## config.mk

```make
export PLATFORM = sky130hd
export DESIGN_NAME = renee_bump_sequencer_flat
export DESIGN_NICKNAME = d
export VERILOG_FILES = /design/src/rtl/renee_bump_sequencer_if.sv /design/src/rtl/renee_bump_sequencer.sv /design/src/flat_wrapper.sv
export SDC_FILE = /design/constraint.sdc
export NUM_CORES = 1
export LEC_CHECK = 0
export ABC_AREA = 1
export BUFFER_PORTS_ARGS = -buffer_cell sky130_fd_sc_hd__buf_2
export CAP_MARGIN = 30
export CELL_PAD_IN_SITES_DETAIL_PLACEMENT = 1
export CELL_PAD_IN_SITES_GLOBAL_PLACEMENT = 1
export CORE_MARGIN = 3
export CORE_UTILIZATION = 27
export DETAILED_ROUTE_END_ITERATION = 12
export PLACE_DENSITY = 0.54
export SETUP_SLACK_MARGIN = 0.05
export SLEW_MARGIN = 15
export SYNTH_ARGS = -nofsm -noshare
export SYNTH_HDL_FRONTEND = slang
export SYNTH_SLANG_ARGS = --single-unit
```

## constraint.sdc

```tcl
create_clock -name clk -period 3.55 [get_ports clk]
set_clock_uncertainty 0.2 [all_clocks]
set_input_delay 0.1775 -clock clk [delete_from_list [all_inputs] [get_ports clk]]
set_output_delay 0.1775 -clock clk [all_outputs]
set_load 0.05 [all_outputs]
```

## src/rtl/renee_bump_sequencer_if.sv

```systemverilog
// Bumper, sensor and wheel-action bundle for the Renee bump sequencer.
// The master drives bumpers and sensor actions; the slave drives wheel outputs.
interface renee_bump_sequencer_if;
    logic       lb;
    logic       rb;
    logic       fb;
    logic       bb;
    logic [2:0] lwa_in;
    logic [2:0] rwa_in;
    logic [2:0] lwa;
    logic [2:0] rwa;
    logic       busy;
    logic [2:0] state;

    modport master (
        output lb, rb, fb, bb, lwa_in, rwa_in,
        input  lwa, rwa, busy, state
    );

    modport slave (
        input  lb, rb, fb, bb, lwa_in, rwa_in,
        output lwa, rwa, busy, state
    );
endinterface

```

## src/rtl/renee_bump_sequencer.sv

```systemverilog
// Timed bump-recovery sequencer: brake, escape and pivot after a bumper hit.
// Optional macro RENEE_SEQ_RETRY_LIMIT_EN adds a retry limit and FAULT state.
module renee_bump_sequencer #(
    parameter int TICK_DIV    = 5000000,
    parameter int BRAKE_TICKS = 1,
    parameter int ESC_TICKS   = 10,
    parameter int TURN_TICKS  = 5,
    parameter int MAX_RETRY   = 3
) (
    input logic clk,
    input logic rst,
    renee_bump_sequencer_if.slave bus
);
    localparam logic [2:0] S_DRIVE   = 3'b000;
    localparam logic [2:0] S_BRAKE   = 3'b001;
    localparam logic [2:0] S_REVERSE = 3'b010;
    localparam logic [2:0] S_FORWARD = 3'b011;
    localparam logic [2:0] S_TURN    = 3'b100;
    localparam logic [2:0] S_HOLD    = 3'b101;
`ifdef RENEE_SEQ_RETRY_LIMIT_EN
    localparam logic [2:0] S_FAULT   = 3'b110;
    localparam int W_R = $clog2(MAX_RETRY + 1);
`endif

    localparam logic [2:0] A_REV  = 3'b100;
    localparam logic [2:0] A_FWD  = 3'b010;
    localparam logic [2:0] A_STOP = 3'b001;

    localparam int MAX_BE = (BRAKE_TICKS > ESC_TICKS) ? BRAKE_TICKS : ESC_TICKS;
    localparam int MAX_T  = (MAX_BE > TURN_TICKS) ? MAX_BE : TURN_TICKS;
    localparam int W_T    = $clog2(MAX_T + 1);
    localparam int W_P    = $clog2(TICK_DIV);

    logic [2:0]     r_state;
    logic [2:0]     w_next;
    logic [3:0]     r_bump_q;
    logic           r_hit_f;
    logic           r_hit_b;
    logic           r_turn_dir;
    logic [W_P-1:0] r_pre;
    logic [W_T-1:0] r_tick;
    logic [W_T-1:0] w_last;
    logic           w_tick_end;
    logic           w_done;
    logic           w_any;
    logic           w_enter_brake;
    logic [2:0]     r_lwa;
    logic [2:0]     r_rwa;
`ifdef RENEE_SEQ_RETRY_LIMIT_EN
    logic [W_R-1:0] r_retry;
`endif

    // bump_q bits: [3]=left, [2]=right, [1]=front, [0]=back, active-high
    assign w_any         = |r_bump_q;
    assign w_tick_end    = (r_pre == W_P'(TICK_DIV - 1));
    assign w_done        = w_tick_end && (r_tick == w_last);
    assign w_enter_brake = (w_next == S_BRAKE) && (r_state != S_BRAKE);

    assign bus.lwa   = r_lwa;
    assign bus.rwa   = r_rwa;
    assign bus.state = r_state;
    assign bus.busy  = (r_state != S_DRIVE);

    // Terminal tick index of the current timed phase
    always_comb begin
        w_last = '0;
        case (r_state)
            S_BRAKE:   w_last = W_T'(BRAKE_TICKS - 1);
            S_REVERSE: w_last = W_T'(ESC_TICKS - 1);
            S_FORWARD: w_last = W_T'(ESC_TICKS - 1);
            S_TURN:    w_last = W_T'(TURN_TICKS - 1);
            default:   w_last = '0;
        endcase
    end

    // Next-state decision, driven only by registered bumpers and phase ends
    always_comb begin
        w_next = r_state;
        unique case (r_state)
            S_DRIVE:
                if (w_any) w_next = S_BRAKE;
            S_BRAKE:
                if (w_done) begin
                    if (r_hit_f && r_hit_b) w_next = S_HOLD;
                    else if (r_hit_f)       w_next = S_REVERSE;
                    else if (r_hit_b)       w_next = S_FORWARD;
                    else                    w_next = S_TURN;
                end
            S_REVERSE:
                if (w_done) w_next = S_TURN;
            S_FORWARD:
                if (w_done) w_next = S_DRIVE;
            S_TURN:
                if (w_done) begin
`ifdef RENEE_SEQ_RETRY_LIMIT_EN
                    if (!w_any)
                        w_next = S_DRIVE;
                    else if (r_retry == W_R'(MAX_RETRY))
                        w_next = S_FAULT;
                    else
                        w_next = S_BRAKE;
`else
                    w_next = w_any ? S_BRAKE : S_DRIVE;
`endif
                end
            S_HOLD:
                if (!w_any && w_tick_end) w_next = S_DRIVE;
`ifdef RENEE_SEQ_RETRY_LIMIT_EN
            S_FAULT:
                if (!w_any && bus.lwa_in == A_STOP && bus.rwa_in == A_STOP)
                    w_next = S_DRIVE;
`endif
            default: w_next = S_DRIVE;
        endcase
    end

    // State, bumper sync, hit latch and phase timing
    always_ff @(posedge clk or posedge rst) begin
        if (rst) begin
            r_state    <= S_DRIVE;
            r_bump_q   <= '0;
            r_hit_f    <= 1'b0;
            r_hit_b    <= 1'b0;
            r_turn_dir <= 1'b0;
            r_pre      <= '0;
            r_tick     <= '0;
        end else begin
            r_state  <= w_next;
            r_bump_q <= ~{bus.lb, bus.rb, bus.fb, bus.bb};
            if (w_enter_brake) begin
                r_hit_f    <= r_bump_q[1];
                r_hit_b    <= r_bump_q[0];
                r_turn_dir <= r_bump_q[3] & ~r_bump_q[2];
            end
            if (w_next != r_state || r_state == S_DRIVE ||
                (r_state == S_HOLD && w_any) ||
                !(r_state inside {S_BRAKE, S_REVERSE, S_FORWARD,
                                  S_TURN, S_HOLD})) begin
                r_pre  <= '0;
                r_tick <= '0;
            end else if (w_tick_end) begin
                r_pre <= '0;
                if (r_state != S_HOLD) r_tick <= r_tick + 1'b1;
            end else begin
                r_pre <= r_pre + 1'b1;
            end
        end
    end

`ifdef RENEE_SEQ_RETRY_LIMIT_EN
    // Count consecutive unresolved manoeuvres; a clean DRIVE clears it
    always_ff @(posedge clk or posedge rst) begin
        if (rst)
            r_retry <= '0;
        else if (r_state == S_DRIVE && !w_any)
            r_retry <= '0;
        else if (r_state == S_TURN && w_done && w_any &&
                 r_retry != W_R'(MAX_RETRY))
            r_retry <= r_retry + 1'b1;
    end
`endif

    // Registered wheel actions, one cycle behind the state
    always_ff @(posedge clk or posedge rst) begin
        if (rst) begin
            r_lwa <= A_STOP;
            r_rwa <= A_STOP;
        end else begin
            unique case (r_state)
                S_DRIVE: begin
                    r_lwa <= bus.lwa_in;
                    r_rwa <= bus.rwa_in;
                end
                S_REVERSE: begin
                    r_lwa <= A_REV;
                    r_rwa <= A_REV;
                end
                S_FORWARD: begin
                    r_lwa <= A_FWD;
                    r_rwa <= A_FWD;
                end
                S_TURN: begin
                    r_lwa <= r_turn_dir ? A_FWD : A_REV;
                    r_rwa <= r_turn_dir ? A_REV : A_FWD;
                end
                default: begin
                    r_lwa <= A_STOP;
                    r_rwa <= A_STOP;
                end
            endcase
        end
    end
endmodule

```

## src/flat_wrapper.sv

```systemverilog
// flat-port wrapper written by rule: the top's interface ports become plain ports
module renee_bump_sequencer_flat 
#(
    parameter int TICK_DIV    = 5000000,
    parameter int BRAKE_TICKS = 1,
    parameter int ESC_TICKS   = 10,
    parameter int TURN_TICKS  = 5,
    parameter int MAX_RETRY   = 3
)
  (clk, rst, bus_lb, bus_rb, bus_fb, bus_bb, bus_lwa_in, bus_rwa_in, bus_lwa, bus_rwa, bus_busy, bus_state);
  renee_bump_sequencer_if bus_i ();
  input logic clk;
  input logic rst;
  input wire logic [$bits(bus_i.lb)-1:0] bus_lb;
  input wire logic [$bits(bus_i.rb)-1:0] bus_rb;
  input wire logic [$bits(bus_i.fb)-1:0] bus_fb;
  input wire logic [$bits(bus_i.bb)-1:0] bus_bb;
  input wire logic [$bits(bus_i.lwa_in)-1:0] bus_lwa_in;
  input wire logic [$bits(bus_i.rwa_in)-1:0] bus_rwa_in;
  output wire logic [$bits(bus_i.lwa)-1:0] bus_lwa;
  output wire logic [$bits(bus_i.rwa)-1:0] bus_rwa;
  output wire logic [$bits(bus_i.busy)-1:0] bus_busy;
  output wire logic [$bits(bus_i.state)-1:0] bus_state;
  assign bus_i.lb = bus_lb;
  assign bus_i.rb = bus_rb;
  assign bus_i.fb = bus_fb;
  assign bus_i.bb = bus_bb;
  assign bus_i.lwa_in = bus_lwa_in;
  assign bus_i.rwa_in = bus_rwa_in;
  assign bus_lwa = bus_i.lwa;
  assign bus_rwa = bus_i.rwa;
  assign bus_busy = bus_i.busy;
  assign bus_state = bus_i.state;
  renee_bump_sequencer #(.TICK_DIV(TICK_DIV), .BRAKE_TICKS(BRAKE_TICKS), .ESC_TICKS(ESC_TICKS), .TURN_TICKS(TURN_TICKS), .MAX_RETRY(MAX_RETRY)) u_core (.clk(clk), .rst(rst), .bus(bus_i));
endmodule
```

# After elaboration in Yosys (flattened, before gate mapping)
# Cells that the tools add are included.
# word_totals
regBits,43
output_inout_bits,10
# op_classes
n_bitwise,3
n_eq_ne,11
n_mux,21
n_addsub,2
reduce_logical,18
# op_table
operator,count
$mux 23,2
$mux 3,11
$pmux 3 s4,2
$add 23x1->23 const B,1
$eq 23x23->1 const B,1
$pmux 3 s6,1
$mux 4,3
$pmux 4 s2,1
$eq 3x1->1 const B,2
$eq 3x2->1 const B,2
$eq 3x3->1 const B,2
$logic_and 1x1->1,5
$reduce_bool 5->1,1
$add 4x1->4 const B,1
$eq 4x4->1,1
$not 4->4,1
$reduce_bool 2->1,2
$reduce_or 4->1,1
$logic_not 3->1,1
$logic_or 1x1->1,3
$ne 3x1->1 const B,1
$ne 3x3->1,1
$ne 3x3->1 const B,1
$reduce_bool 3->1,1
other kinds (6),7

# Logic depth before layout (Yosys ltp)
# logic_depth
word_depth,13
mapped_depth,14

# Worst setup path before layout
# No wires, ideal clock.
# synth_path
path_type,flip-flop to flip-flop
start,reg u_core.r_state[2] (netlist: u_core.bus.state[2])
end,reg u_core.r_pre[11]
stages_incl_launch_ff,9
t_arrival_ns,2.204
slack_ns,1.074
path_buffers,1
required_ns,3.279
setup_ns,0.071
path_cell_list,dfrtp_1 inv_2 nand2_1 inv_1 o22ai_1 and3_1 nand3_4 buf_8 nor2_1
# synth_between
elab_chain_len,12
word_cells_on_any_way,25
# synth_rtl
item,line_no,source
"start, declared",renee_bump_sequencer.sv:34,logic [2:0] r_state;
"start signal, assigned",renee_bump_sequencer.sv:128,r_state <= w_next;
$eq 3x2->1,"renee_bump_sequencer.sv:67, renee_bump_sequencer.sv:79, renee_bump_sequencer.sv:137",
$reduce_or 2->1 (no line),n/a,
$pmux 4 s2,renee_bump_sequencer.sv:67,case (r_state)
$eq 4x4->1,renee_bump_sequencer.sv:56,assign w_done = w_tick_end && (r_tick == w_last);
$logic_and 1x1->1,renee_bump_sequencer.sv:56,
$mux 3 (on tied branches),n/a,
$pmux 3 s6,renee_bump_sequencer.sv:79,unique case (r_state)
$ne 3x3->1,renee_bump_sequencer.sv:135,if (w_next != r_state || r_state == S_DRIVE ||
$logic_or 1x1->1 (2 in series),renee_bump_sequencer.sv:135,
$logic_or 1x1->1 *,renee_bump_sequencer.sv:136,(r_state == S_HOLD && w_any) ||
$mux 23 *,renee_bump_sequencer.sv:135,
"end signal, assigned",renee_bump_sequencer.sv:145,r_pre <= r_pre + 1'b1;
"end, declared",renee_bump_sequencer.sv:40,logic [W_P-1:0] r_pre;
# Every way passes the cells marked *; elsewhere a longest branch is shown, timed or not.
# A chain may end at the register's enable or synchronous reset.

# Worst setup path after layout
# layout_path
start,reg u_core.r_pre[0]
end,reg u_core.r_pre[11]
# layout_between
elab_chain_len,9
word_cells_on_any_way,16
# layout_rtl
item,line_no,source
$eq 23x23->1,renee_bump_sequencer.sv:55,assign w_tick_end = (r_pre == W_P'(TICK_DIV - 1));
$logic_and 1x1->1 (on tied branches),"renee_bump_sequencer.sv:107, renee_bump_sequencer.sv:56",
$mux 3 (on tied branches),n/a,
$pmux 3 s6,renee_bump_sequencer.sv:79,
$ne 3x3->1,renee_bump_sequencer.sv:135,
$logic_or 1x1->1 (2 in series),renee_bump_sequencer.sv:135,
$logic_or 1x1->1,renee_bump_sequencer.sv:136,
$mux 23 *,renee_bump_sequencer.sv:135,
# Marks and branches as above.

==> impl_summary.log <==
INFO  metric status = finished clean
INFO  metric slew_headroom = a little over 60%
INFO  metric row_count = 34
INFO  metric hold_path.class = input port to asynchronous set/reset pin
INFO  metric post_cts.resized_instances = 0
INFO  metric via_density_per_instance = around 4.5
INFO  metric num_cts_buffers = 5
INFO  metric design.portCount = 22
INFO  metric layout.cells.most_common = sky130_fd_sc_hd__nand2_1
INFO  metric layout_cell_share_with_drive_strength_beyond_1 = about 16%
INFO  metric grt_setup_unrepaired = no
INFO  metric cts_root_buf = sky130_fd_sc_hd__clkbuf_8
INFO  metric routed_wl = approximately 6000 um
INFO  metric antenna_found_initial = 0
INFO  metric post_cts_buffers = 0
INFO  metric cts.path.max_buffers = 2
INFO  metric final_setup_violation_count = 0
INFO  metric setup-tns-final = 0 ps
INFO  metric design.die.area = a little over 10000 um2
INFO  metric finalCriticalPeriod = ~2500 ps
INFO  metric slew_violations = 0
INFO  metric achievable_clock_frequency = 400 MHz
INFO  metric place_hpwl = ~4400 um
INFO  metric remaining_drc_errors = 0
INFO  metric detailedRoute.firstIterationViolations = 86
INFO  metric start_util = about 28%
INFO  metric clock_power_share = about 30%
INFO  metric number_of_antenna_diodes = 0
INFO  metric ys.warnings.count = 0
INFO  metric avgRoutedWirePerCell = around 13 um
INFO  metric leakage = around 1.4 nW
INFO  metric detail-route-antenna-nets = 0
INFO  metric fin_area = approximately 2900 um2
INFO  metric dr_total_vias = approximately 2100
INFO  metric first_global_vias = approximately 2300
INFO  metric synthesis.instances = between 300 and 400
INFO  metric finalHoldWorstSlack = about 260 ps
INFO  metric layout.cells.most_common_list = 77 x sky130_fd_sc_hd__nand2_1, 53 x sky130_fd_sc_hd__nor2_1, 41 x sky130_fd_sc_hd__dfrtp_1
INFO  metric flow.area_growth_from_synthesis = 17.8%
INFO  metric dieWidth = about 100 um
INFO  metric seqPwrFrac = 53.8%
INFO  metric vdd.ir_drop.worst = approximately 0.00014 V
INFO  metric seq_area_frac_synth = roughly 44%
INFO  metric critical_path.endpoint_type = flop
INFO  metric clk-insertion-delay-late = 300 ps
INFO  metric total_switching_power = just over 0.0003 W
INFO  metric critical_path_peak_fanout = 27
INFO  metric layout_worst_path_cycle_share = ~70%
INFO  metric power.combinational.fraction = between 10% and 20%
INFO  metric clkTransAtPathRegs = ~90 ps
INFO  metric final_core_utilization = about a third
INFO  metric netlist_area = around 2400 um2
INFO  metric cts_tree = done
INFO  metric switching_share = 29.1%
INFO  metric critical_path_arrival = 2480 ps
INFO  metric gp_routability_congestion = a little under 0.8
INFO  metric postCtsHoldBufs = 11
INFO  metric floorplan.die.height = just over 100 um
INFO  metric num-nets-final = about 370
INFO  metric report.final.hold_viol_count = 0
INFO  metric maxCapViolCount = 0
INFO  metric placed_cell_area = 2640 um2
INFO  metric startpoint_type = flop
INFO  metric tightest_slew = roughly 560 ps
INFO  metric avg_inst_size_synth = 7.64 um2
INFO  metric cts_htree_levels = 2
INFO  metric firstDrtPassIters = 4
INFO  metric syn-num-nets = about 340
INFO  metric grt_max_degree = 44
INFO  metric core_area = between 8000 and 9000 um2
INFO  metric grt-ovfl-total = 0
INFO  metric grt_pass1_wl = ~11000 um
INFO  metric required = 3520 ps
INFO  metric gr-usage-all-layers = between 10% and 20%
INFO  metric power_density = around 370 nW/um2
INFO  metric crit_type = flop to flop
INFO  metric pre_cts_ws = between 900 and 1000 ps
INFO  metric buffer_ports.inserted = 21
INFO  metric ys_types = 30
INFO  metric layout_setup_ws = 1050 ps
INFO  metric layout.filler_cells = 1089
INFO  metric yosys_register_bits = 43
INFO  metric cellInternalPower = 0.000746 W
INFO  metric numClockSinks = 43
==> cell families (layout without fill, tap and decap cells) <==
kind of cell | Yosys count | after routing | share of synthesized area [%]
buf+inv | 46 | 84 | 8.01
fa+ha+maj | 4 | 4 | 2.05
mux | 1 | 1 | 0.462
flops | 43 | 43 | 44.3
simple gates | 197 | 197 | 37.0
compound gates | 15 | 15 | 3.49
xor+xnor | 13 | 13 | 4.67
==> worst paths after layout <==
kind | cells past startpoint | end | from | slack, ps
min reg2reg | 2 | u_core.r_hit_f$_DFFE_PP0P_ | u_core.r_bump_q[1]$_DFF_PP0_ | 320
min in group clk | 2 | u_core.r_hit_f$_DFFE_PP0P_ | u_core.r_bump_q[1]$_DFF_PP0_ | 320
max reg2reg | 12 | u_core.r_pre[11]$_DFF_PP0_ | u_core.r_pre[0]$_DFF_PP0_ | 1050
max | 12 | u_core.r_pre[11]$_DFF_PP0_ | u_core.r_pre[0]$_DFF_PP0_ | 1050
max in group asynchronous | 4 | u_core.bus.rwa[0]$_DFF_PP1_ | rst | 2320
min | 3 | u_core.bus.state[1]$_DFF_PP0_ | rst | 260
==> synthesized netlist by cell type <==
cell	instances	area, um2
sky130_fd_sc_hd__nor4_1	1	6.26
sky130_fd_sc_hd__nand3_4	1	17.5
sky130_fd_sc_hd__nand4_1	5	31.3
sky130_fd_sc_hd__nor2_2	5	31.3
sky130_fd_sc_hd__o31ai_1	1	7.51
sky130_fd_sc_hd__clkbuf_1	1	3.75
sky130_fd_sc_hd__nand3_2	2	20.0
sky130_fd_sc_hd__nand2_2	2	12.5
sky130_fd_sc_hd__nand2_1	77	289
sky130_fd_sc_hd__mux2_2	1	11.3
sky130_fd_sc_hd__nor3_1	10	50.1
sky130_fd_sc_hd__o21ai_0	10	50.1
sky130_fd_sc_hd__nor2_4	3	33.8
sky130_fd_sc_hd__o211ai_1	1	7.51
sky130_fd_sc_hd__nor3_2	1	10.0
sky130_fd_sc_hd__nor2_1	53	199
sky130_fd_sc_hd__xor2_1	9	78.8
sky130_fd_sc_hd__buf_8	2	30.0
sky130_fd_sc_hd__inv_1	41	154
sky130_fd_sc_hd__or2_2	8	50.1
sky130_fd_sc_hd__a22oi_1	1	7.51
sky130_fd_sc_hd__inv_2	2	7.51
sky130_fd_sc_hd__nand3b_1	2	15.0
sky130_fd_sc_hd__dfrtp_1	41	1030
sky130_fd_sc_hd__xnor2_1	4	35.0
sky130_fd_sc_hd__nand3_1	26	130
sky130_fd_sc_hd__and3_1	1	6.26
sky130_fd_sc_hd__dfstp_2	2	52.6
sky130_fd_sc_hd__o22ai_1	2	12.5
sky130_fd_sc_hd__ha_1	4	50.1
==> cell type report <==
cell class,instances,area (um2),area share [%]
clock buffers,5,68.8,2.40
clock inverters,3,20.0,0.698
repair buffers,33,243,8.46
inverters,43,161,5.63
well taps,108,135,4.71
multi-input cells,230,1160,40.5
flip-flops and latches,43,1080,37.6
==> sequential cells by signal (all words and copies together), names as in the netlist <==
| name | cells |
|---|---|
| u_core.bus.lwa | 3 |
| u_core.bus.rwa | 3 |
| u_core.bus.state | 3 |
| u_core.r_bump_q | 4 |
| u_core.r_hit_b | 1 |
| u_core.r_hit_f | 1 |
| u_core.r_pre | 23 |
| u_core.r_tick | 4 |
| u_core.r_turn_dir | 1 |
==> power groups by stage <==
stage	sequential (W)	combinational, W	clock, W
2_1_floorplan	0.000574	0.000119	0
3_3_place_gp	0.000576	0.000156	0
3_5_place_dp	0.000577	0.000159	0
4_1_cts	0.000567	0.000170	0.000341
5_1_grt	0.000574	0.000200	0.000360
6_report	0.000566	0.000169	0.000317
==> critical path, cell delays in order (launching register included) <==
cell and delay [ps]:
sky130_fd_sc_hd__dfrtp_1 360, sky130_fd_sc_hd__ha_1 190, sky130_fd_sc_hd__nand3_1 180, sky130_fd_sc_hd__nor2_2 230
sky130_fd_sc_hd__nand3_1 100, sky130_fd_sc_hd__nor2_1 260, sky130_fd_sc_hd__nand2_1 120, sky130_fd_sc_hd__nand2_1 70
sky130_fd_sc_hd__nand2_1 50, sky130_fd_sc_hd__nor2_1 150, sky130_fd_sc_hd__nand3_2 110, sky130_fd_sc_hd__nand3_4 270
sky130_fd_sc_hd__nor2_1 80
==> metal layers <==
layer / global-route usage, % / share of wire [%] / up-vias / routed length (um)
li1: - / - / 1067 / -
met1: 18.4 / 51 / 979 / 3070
met2: 20.4 / 46 / 20 / 2740
met3: 2.70 / 2.4 / 4 / 146
met4: 3.07 / 0.80 / 0 / 48
met5: 0 / 0 / - / 0
==> stage by stage <==
stage	total power [W]	instances
after floorplan	0.000693	319
after global placement	0.000732	445
after detailed placement	0.000736	445
after CTS	0.00108	464
after global routing	0.00113	465
final	0.00105	465
(Power assumes the default switching activity.)
